<file path="src/rtl/pe_bus_arbiter.sv">
// Round-robin arbiter for the shared PE bus, with bounded burst lock and 1-cycle registered delivery.
// Optional stall counter port enabled by defining PE_BUS_ARB_STATS_EN.
module pe_bus_arbiter #(
    parameter int unsigned log_num_pe = 3,
    parameter int unsigned data_len   = 16,
    parameter int unsigned burst_max  = 4
) (
    input  logic                                          clk,
    input  logic                                          reset,
    input  logic                                          eoc,
    input  logic [(1 << log_num_pe)*data_len-1:0]         pe_bus_data_out,
    input  logic [(1 << log_num_pe)*(log_num_pe+1)-1:0]   pe_bus_data_out_v,
    output logic [(1 << log_num_pe)-1:0]                  pe_bus_contention,
    output logic [data_len-1:0]                           pe_bus_data_in,
    output logic [(1 << log_num_pe)-1:0]                  pe_bus_data_in_v,
    output logic [log_num_pe-1:0]                         pe_bus_grant_id
`ifdef PE_BUS_ARB_STATS_EN
    ,
    output logic [31:0]                                   pe_bus_stall_cnt
`endif
);

    localparam int unsigned num_pe  = 1 << log_num_pe;
    localparam int unsigned idx_len = log_num_pe + 1;
    localparam int unsigned cnt_w   = $clog2(burst_max + 1);

    typedef logic [log_num_pe-1:0] pe_id_t;
    typedef logic [num_pe-1:0]     pe_vec_t;
    typedef logic [cnt_w-1:0]      cnt_t;
    typedef logic [data_len-1:0]   word_t;
    typedef enum logic [0:0] {IDLE, LOCK} state_t;

    state_t  state;
    pe_id_t  rr_ptr;
    pe_id_t  lock_id;
    cnt_t    burst_cnt;

    pe_vec_t req;
    pe_id_t  dest [num_pe];
    word_t   word [num_pe];
    logic    search_hit;
    pe_id_t  search_id;
    logic    owner_hold;
    logic    grant_v;
    pe_id_t  win_id;
    pe_vec_t grant_oh;

    // Unpack per-PE request, destination and word fields
    always_comb begin
        req = '0;
        for (int i = 0; i < num_pe; i++) begin
            req[i]  = pe_bus_data_out_v[i*idx_len + idx_len - 1];
            dest[i] = pe_bus_data_out_v[i*idx_len +: log_num_pe];
            word[i] = pe_bus_data_out[i*data_len +: data_len];
        end
    end

    // First requester at or above rr_ptr, wrapping through the top PE back to 0
    always_comb begin
        search_hit = 1'b0;
        search_id  = '0;
        for (int k = 0; k < num_pe; k++) begin
            if (!search_hit && req[rr_ptr + pe_id_t'(k)]) begin
                search_hit = 1'b1;
                search_id  = rr_ptr + pe_id_t'(k);
            end
        end
    end

    assign owner_hold = (state == LOCK) && req[lock_id];

    // Same-cycle grant; eoc and reset suppress every grant
    always_comb begin
        grant_v = 1'b0;
        win_id  = lock_id;
        if (reset && !eoc) begin
            if (owner_hold) begin
                grant_v = 1'b1;
                win_id  = lock_id;
            end else if (search_hit) begin
                grant_v = 1'b1;
                win_id  = search_id;
            end
        end
        grant_oh          = grant_v ? (pe_vec_t'(1) << win_id) : '0;
        pe_bus_contention = reset ? (req & ~grant_oh) : '0;
    end

    // Arbiter state and registered delivery
    always_ff @(posedge clk or negedge reset) begin
        if (!reset) begin
            state            <= IDLE;
            rr_ptr           <= '0;
            lock_id          <= '0;
            burst_cnt        <= '0;
            pe_bus_data_in   <= '0;
            pe_bus_data_in_v <= '0;
            pe_bus_grant_id  <= '0;
        end else begin
            if (grant_v) begin
                pe_bus_data_in   <= word[win_id];
                pe_bus_data_in_v <= pe_vec_t'(1) << dest[win_id];
                pe_bus_grant_id  <= win_id;
            end else begin
                pe_bus_data_in_v <= '0;
            end

            if (eoc) begin
                state     <= IDLE;
                rr_ptr    <= '0;
                burst_cnt <= '0;
            end else if (owner_hold) begin
                // Release the lock once the burst budget is spent
                if (burst_cnt + cnt_t'(1) == cnt_t'(burst_max)) begin
                    state     <= IDLE;
                    burst_cnt <= '0;
                end else begin
                    burst_cnt <= burst_cnt + cnt_t'(1);
                end
            end else if (search_hit) begin
                rr_ptr <= search_id + pe_id_t'(1);
                if (burst_max > 1) begin
                    state     <= LOCK;
                    lock_id   <= search_id;
                    burst_cnt <= cnt_t'(1);
                end else begin
                    state     <= IDLE;
                    burst_cnt <= '0;
                end
            end else begin
                state     <= IDLE;
                burst_cnt <= '0;
            end
        end
    end

`ifdef PE_BUS_ARB_STATS_EN
    // Saturating count of cycles in which any requester lost arbitration
    always_ff @(posedge clk or negedge reset) begin
        if (!reset) begin
            pe_bus_stall_cnt <= '0;
        end else if (eoc) begin
            pe_bus_stall_cnt <= '0;
        end else if ((|pe_bus_contention) && (pe_bus_stall_cnt != 32'hFFFF_FFFF)) begin
            pe_bus_stall_cnt <= pe_bus_stall_cnt + 32'd1;
        end
    end
`else
    // Stall counter not built in this configuration
`endif

endmodule
</file>
<file path="config.mk">
export PLATFORM = sky130hd
export DESIGN_NAME = pe_bus_arbiter
export DESIGN_NICKNAME = d
export VERILOG_FILES = /design/src/rtl/pe_bus_arbiter.sv
export SDC_FILE = /design/constraint.sdc
export NUM_CORES = 1
export LEC_CHECK = 0
export CAP_MARGIN = 20
export CORE_ASPECT_RATIO = 1.5
export CORE_UTILIZATION = 40
export DETAILED_ROUTE_END_ITERATION = 12
export HOLD_SLACK_MARGIN = 0.1
export PLACE_DENSITY_LB_ADDON = 0.25
export SYNTH_ARGS = -nofsm -noshare
export SYNTH_HDL_FRONTEND = slang
export SYNTH_SLANG_ARGS = --single-unit
</file>
<file path="constraint.sdc">
create_clock -name clk -period 6 [get_ports clk]
set_input_delay 0.6 -clock clk [delete_from_list [all_inputs] [get_ports clk]]
set_output_delay 0.6 -clock clk [all_outputs]
set_load 0.03 [all_outputs]
</file>
==> results.yml, run 1 <==
placed_design:
  dpl.cell_count: 730
  portBuffers: 197
  dp_hpwl_um: 12800
  globalplace.congestion: 0.936
yosys:
  synth-warning-count: 0
  synth_edf_count: 0
  synth_area_per_cell_sq_um: 9.13
  synthesis.area_sq_mm: 0.00396
  synth-seq-cells: 37
  synth_top_area_cell: "dfrtp_1"
  synth_top_area_share_pct: 23.4
  ys_seq_area_share_pct: 23.4
  yosysMostFrequentCell: "mux2i_1"
  yosysUniqueCellTypes: 64
  synth_flop_cell: "dfrtp_1"
  syn_nets: 602
  synthTopCellsByArea: "dfrtp_1 (23%), mux2i_1 (20%), mux4_2 (7.4%), a22oi_1 (6.3%), nand2_1 (4.8%)"
  async_flop_share_pct: 100
  netlist_instances: 434
  synthTopCellsByCount: "mux2i_1 (79), nand2_1 (51), dfrtp_1 (37)"
worst_setup_path:
  path_max_fanout: 14
  crit_required_ns: 5.40
  crit_type: "register to output pin"
  startpoint_type: "register"
  worstSetupEndpointType: "output pin"
  cp.arrival_ns: 4.98
power:
  clkPwrFrac_pct: 9.1
  p_sw_share_pct: 49.7
  p_leak_uw: 0.00256
  vdd_ir_drop_max_mv: 0.300
  p_int_uw: 1470
  power_frac_comb_pct: 76.5
  powerDensity_mw_per_mm2: 474
  p_seq_share_pct: 14.4
  p_switching_uw: 1450
detailed_routing:
  drtIter0Drc: 248
  drt_pass1_iterations: 4
  totalWireLength_um: 15900
  drc: 0
  vias_per_cell: 6.02
  vias: 4442
  post_drt_wl_per_cell_um: 21.5
  antenna_left: 0
timing:
  setup_viol: 0
  slew_headroom_pct: 31.6
  max_freq_ghz: 0.179
  period_share_pct: 93.0
  report.final.slew_viol_count: 0
  hold_viol_final: 0
  worst_pin_slew_ns: 1.03
  period_minus_slack_ns: 5.58
  tns_ns: 0
  rsz0062_at_grt: "false"
  finClkSkew_ns: 0.00408
grt:
  antenna_found_initial: 1
  grt_pass1_wl_um: 23800
  grt.overflow.total: 0
  grt_usage_pct: 30.7
  grt_max_degree: 65
  first_global_vias: 4397
floorplanning:
  rows: 44
  coreArea_sq_mm: 0.00963
  die_h_um: 124
  dieArea_sq_mm: 0.0103
  ios: 198
  initial_core_util_pct: 41.1
  die_x_um: 83.3
clock_network:
  postCtsHoldBufs: 0
  cts_tree: "built"
  cts_buffers: 5
  clk_latency_ns: 0.28
  cts_resized: 0
  cts_sinks: 37
  htree_levels: 2
  clk_pin_slew_worst_paths_ns: 0.06
  post-cts-setup-buffer-count: 0
  clockRootBuffer: "clkbuf_16"
  clk_path_buf_depth: 2
layout:
  syn_to_final_growth_pct: 55.5
  drive_gt1_share_pct: 9.81
  instances_no_fill: 738
  fin_nets: 790
  register_area_sq_um: 926
  multi_input_area_sq_mm: 0.00284
  fillerInstances: 835
min_path:
  hold_class: "input port to asynchronous set/reset pin"
outcome:
  status: "completed"
run:
  maxCapViolations: 0
-- worst paths after layout --
kind / slack [ns] / cells after the start / startpoint / end
min in group clk: 0.48 / 2 / pe_bus_data_in[14]$_DFFE_PN0P_ / pe_bus_data_in[14]$_DFFE_PN0P_
hold reg to reg: 0.48 / 2 / pe_bus_data_in[14]$_DFFE_PN0P_ / pe_bus_data_in[14]$_DFFE_PN0P_
setup / recovery: 0.42 / 11 / rr_ptr[1]$_DFFE_PN0P_ / pe_bus_contention[7]
max in group asynchronous: 4.92 / 2 / reset / pe_bus_data_in_v[5]$_DFF_PN0_
setup reg to reg: 0.88 / 13 / rr_ptr[1]$_DFFE_PN0P_ / pe_bus_data_in[9]$_DFFE_PN0P_
hold / removal: 0.35 / 1 / reset / pe_bus_data_in[2]$_DFFE_PN0P_
-- logic make-up after synthesis --
logic type	Yosys count	synth area share, %
buf+inv	38	5.24
xor+xnor	6	1.33
flops	37	23.4
simple gates	129	16.3
fa+ha+maj	5	1.58
mux	101	30.1
compound gates	118	22.1
-- area by class of cell --
class                   count  area share [%]
well taps                 115            2.34
clock inverters             1           0.122
inverters                   7           0.426
flip-flops and latches     37            15.0
diodes                      1          0.0406
multi-input cells         359            46.1
clock buffers               6            2.25
repair buffers            212            33.7
-- registers in the layout, summed over array words and instances (netlist names) --
| name | cells |
|---|---|
| pe_bus_data_in | 16 |
| pe_bus_data_in_v | 8 |
| burst_cnt | 3 |
| lock_id | 3 |
| pe_bus_grant_id | 3 |
| rr_ptr | 3 |
| state | 1 |
-- cell usage in the layout, fill, tap and decap left out, types with 3 or more instances in the layout --
cell type | Yosys | routed
ha_1 | 5 | 5
dfrtp_1 | 37 | 37
mux2_2 | 7 | 7
o311a_1 | 8 | 8
nor2_1 | 15 | 15
o21ai_0 | 26 | 26
mux4_2 | 13 | 13
a21o_1 | 3 | 3
o211ai_1 | 3 | 3
clkbuf_16 | 0 | 5
a22oi_1 | 33 | 33
mux2i_1 | 79 | 79
clkdlybuf4s50_1 | 0 | 196
nand3_1 | 23 | 23
inv_1 | 7 | 7
o21ai_1 | 3 | 3
nand2_1 | 51 | 51
and4_1 | 4 | 4
nand4_1 | 5 | 5
a21oi_1 | 9 | 9
nor3_2 | 3 | 3
xor2_1 | 3 | 3
and2_1 | 4 | 4
xnor2_1 | 3 | 3
nor3_1 | 9 | 9
buf_4 | 7 | 15
-- per-stage QoR --
step / setup WS, ns / cell area (sq um) / total power (uW) / util (%) / hold WS (ns)
after floorplan: 1.37 / 3960 / 1970 / - / 0.304
after global routing: 0.152 / 6160 / 3100 / 64.0 / 0.386
after detailed placement: 0.745 / 6010 / 2630 / 62.4 / 0.470
after CTS: 0.477 / 6160 / 2900 / 63.9 / 0.361
final: 0.418 / 6160 / 2920 / 64.0 / 0.345
after global placement: 0.809 / 6010 / 2620 / 62.4 / 0.464
-- power groups by stage --
| stage | logic, uW | registers (uW) | clock network [uW] |
|---|---|---|---|
| 2_1_floorplan | 1410 | 551 | 0 |
| 3_3_place_gp | 2200 | 418 | 0 |
| 3_5_place_dp | 2210 | 421 | 0 |
| 4_1_cts | 2220 | 419 | 270 |
| 5_1_grt | 2390 | 429 | 278 |
| 6_report | 2230 | 420 | 265 |
-- critical path: stages (launching register included) --
cell and delay (ns):
dfrtp_1 0.35, inv_1 0.06, ha_1 0.70, mux4_2 0.67, a21oi_1 0.23, a32o_1 0.29, and3_1 0.21, a221oi_1 0.14
o31ai_4 0.75, inv_1 0.26, o311a_1 0.43, clkdlybuf4s50_1 0.60
-- metal layers --
layer | GRT usage, % | up-vias | wire [um]
met3 | 5.30 | 41 | 1070
met5 | 0 | - | 0
met2 | 56.5 | 245 | 8270
met1 | 33.8 | 2104 | 5800
met4 | 16.2 | 0 | 764
li1 | - | 2052 | -
Note: power is estimated with default switching activity, not from simulation.
==> run 2, diff against run 1 <==
--- a/config.mk
+++ b/config.mk
@@ -9,7 +9,6 @@
 export CORE_ASPECT_RATIO = 1.5
 export CORE_UTILIZATION = 40
 export DETAILED_ROUTE_END_ITERATION = 12
-export HOLD_SLACK_MARGIN = 0.1
 export PLACE_DENSITY_LB_ADDON = 0.25
 export SYNTH_ARGS = -nofsm -noshare
 export SYNTH_HDL_FRONTEND = slang
==> results of run 2 <==
Final layout, timing and power as in run 1 (identical DEF).
==> run 3, diff against run 2 <==
--- a/config.mk
+++ b/config.mk
@@ -10,6 +10,7 @@
 export CORE_UTILIZATION = 40
 export DETAILED_ROUTE_END_ITERATION = 12
 export PLACE_DENSITY_LB_ADDON = 0.25
+export SLEW_MARGIN = 20
 export SYNTH_ARGS = -nofsm -noshare
 export SYNTH_HDL_FRONTEND = slang
 export SYNTH_SLANG_ARGS = --single-unit
==> constraint.sdc (replaced) <==
create_clock -name clk -period 5.54 [get_ports clk]
set_input_delay 0.554 -clock clk [delete_from_list [all_inputs] [get_ports clk]]
set_output_delay 0.554 -clock clk [all_outputs]
set_load 0.03 [all_outputs]
==> results.yml, run 3 (synthesis results as in run 1) <==
layout:
  final_common_cell: "clkdlybuf4s50_1"
  drive_gt1_share_pct: 9.82
  fillerInstances: 863
  multi_input_area_sq_mm: 0.00284
  instances_no_fill: 737
  register_area_sq_um: 926
  largest_reg_flops: 16
  syn_to_final_growth_pct: 54.9
  largestRegisters: "pe_bus_data_in: 16 flops, pe_bus_data_in_v: 8 flops"
  mostFrequentLayoutCells: "clkdlybuf4s50_1 (195), mux2i_1 (79), nand2_1 (51)"
  fin_nets: 788
  top_register: "pe_bus_data_in"
timing:
  rsz0062_at_grt: "false"
  slew_headroom_pct: 39.3
  period_minus_slack_ns: 5.26
  report.final.slew_viol_count: 0
  hold_viol_final: 0
  worst_pin_slew_ns: 0.911
  setup_viol: 0
  max_freq_ghz: 0.190
  fin_ws_ns: 0.282
  finClkSkew_ns: 0.00517
  tns_ns: 0
  timing.hold.ws_ns: 0.412
  period_share_pct: 94.9
detailed_routing:
  vias: 4429
  post_drt_wl_per_cell_um: 20.8
  drt_pass1_iterations: 5
  vias_per_cell: 6.01
  antenna_left: 0
  totalWireLength_um: 15300
  drtIter0Drc: 278
  drc: 0
grt:
  use_met1_pct: 34.1
  grt.busiest_layer: "met2"
  met3_usage_pct: 5.90
  grt_util_met2_pct: 53.8
  antenna_found_initial: 0
  grt.overflow.total: 0
  grt_max_degree: 59
  grt_usage_pct: 30.3
  first_global_vias: 4522
  grt_pass1_wl_um: 23700
floorplanning:
  die_x_um: 83.3
  dieArea_sq_mm: 0.0103
  die_h_um: 124
  rows: 44
  coreArea_sq_mm: 0.00963
  initial_core_util_pct: 41.1
  ios: 198
placed_design:
  place_ws_ns: 0.468
  dpl.cell_count: 728
  dp_hpwl_um: 12300
  portBuffers: 197
  globalplace.congestion: 1.00
worst_setup_path:
  startpoint_type: "register"
  crit_required_ns: 4.99
  worstSetupEndpointType: "output pin"
  path_max_fanout: 14
  cp.arrival_ns: 4.70
  crit_type: "register to output pin"
clock_network:
  cts_sinks: 37
  clk_pin_slew_worst_paths_ns: 0.06
  cts_buffers: 5
  clockRootBuffer: "clkbuf_16"
  htree_levels: 2
  clk_path_buf_depth: 2
  post-cts-setup-buffer-count: 0
  cts_tree: "built"
  clk_latency_ns: 0.29
outcome:
  status: "completed"
run:
  maxCapViolations: 0
power:
  vdd_ir_drop_max_mv: 0.382
  p_leak_uw: 0.00255
  powerDensity_mw_per_mm2: 507
min_path:
  hold_class: "input port to asynchronous set/reset pin"
## run 3: changes by cell type in the layout (fill, tap and decap cells not counted), sizes merged
cell           before  now
clkdlybuf4s50     196  195
clkinvlp            1    0
clkinv              0    2
buf                16   15
## run 3: timing repair
action,CTS,global route
endpoints found under the setup margin,0,2
endpoints found under the hold margin,0,0
resized for setup,0,1
hold buffers,0,0
## run 3: final cells by class
class | instances | share of cell area, %
clock inverters | 2 | 0.163
diodes | 1 | 0.0408
well taps | 115 | 2.34
inverters | 7 | 0.428
flip-flops and latches | 37 | 15.1
clock buffers | 6 | 2.10
multi-input cells | 359 | 46.3
repair buffers | 210 | 33.6
## run 3: metrics by stage
| stage | area (sq um) | total power, uW | utilization (%) |
|---|---|---|---|
| floorplan | 3960 | 2130 | - |
| global placement | 6000 | 2790 | 62.2 |
| detailed placement | 6000 | 2810 | 62.2 |
| CTS | 6130 | 3110 | 63.7 |
| global route | 6140 | 3340 | 63.7 |
| finish | 6140 | 3110 | 63.7 |
## run 3: critical path, cell delays in order, from the launching register on
cell and delay [ns]:
dfrtp_1 0.35, inv_1 0.06, ha_2 0.55, mux4_2 0.65, a21oi_1 0.24, a32o_1 0.31, nand2_1 0.15, or4_4 0.55
mux2_4 0.36, nand2_1 0.26, o311a_1 0.23, clkdlybuf4s50_1 0.68
## run 3: power by group
part           switching (uW)  internal, uW  leakage, uW
combinational            1360          1020      0.00201
sequential               76.3           375     0.000471
clock                     113           165    0.0000706
total                    1550          1560      0.00255
## run 3: final timing paths
| kind | slack [ns] | from | cells after the start | to |
|---|---|---|---|---|
| worst max-delay path | 0.28 | rr_ptr[1]$_DFFE_PN0P_ | 11 | pe_bus_contention[2] |
| worst min-delay path | 0.41 | reset | 2 | pe_bus_data_in_v[5]$_DFF_PN0_ |
| worst max register to register | 0.67 | rr_ptr[1]$_DFFE_PN0P_ | 13 | pe_bus_data_in_v[6]$_DFF_PN0_ |
| worst min register to register | 0.48 | pe_bus_data_in[2]$_DFFE_PN0P_ | 2 | pe_bus_data_in[2]$_DFFE_PN0P_ |
| max in group asynchronous | 4.71 | reset | 2 | pe_bus_data_in[11]$_DFFE_PN0P_ |
| min in group clk | 0.48 | pe_bus_data_in[2]$_DFFE_PN0P_ | 2 | pe_bus_data_in[2]$_DFFE_PN0P_ |
## run 3: per-layer routing
metal  routed length, um  part of all wire [%]  vias to the layer above
met4                 766                   5.0                        0
li1                    -                     -                     2048
met2                7770                    51                      270
met5                   0                     0                        -
met1                5580                    36                     2057
met3                1210                   7.9                       54
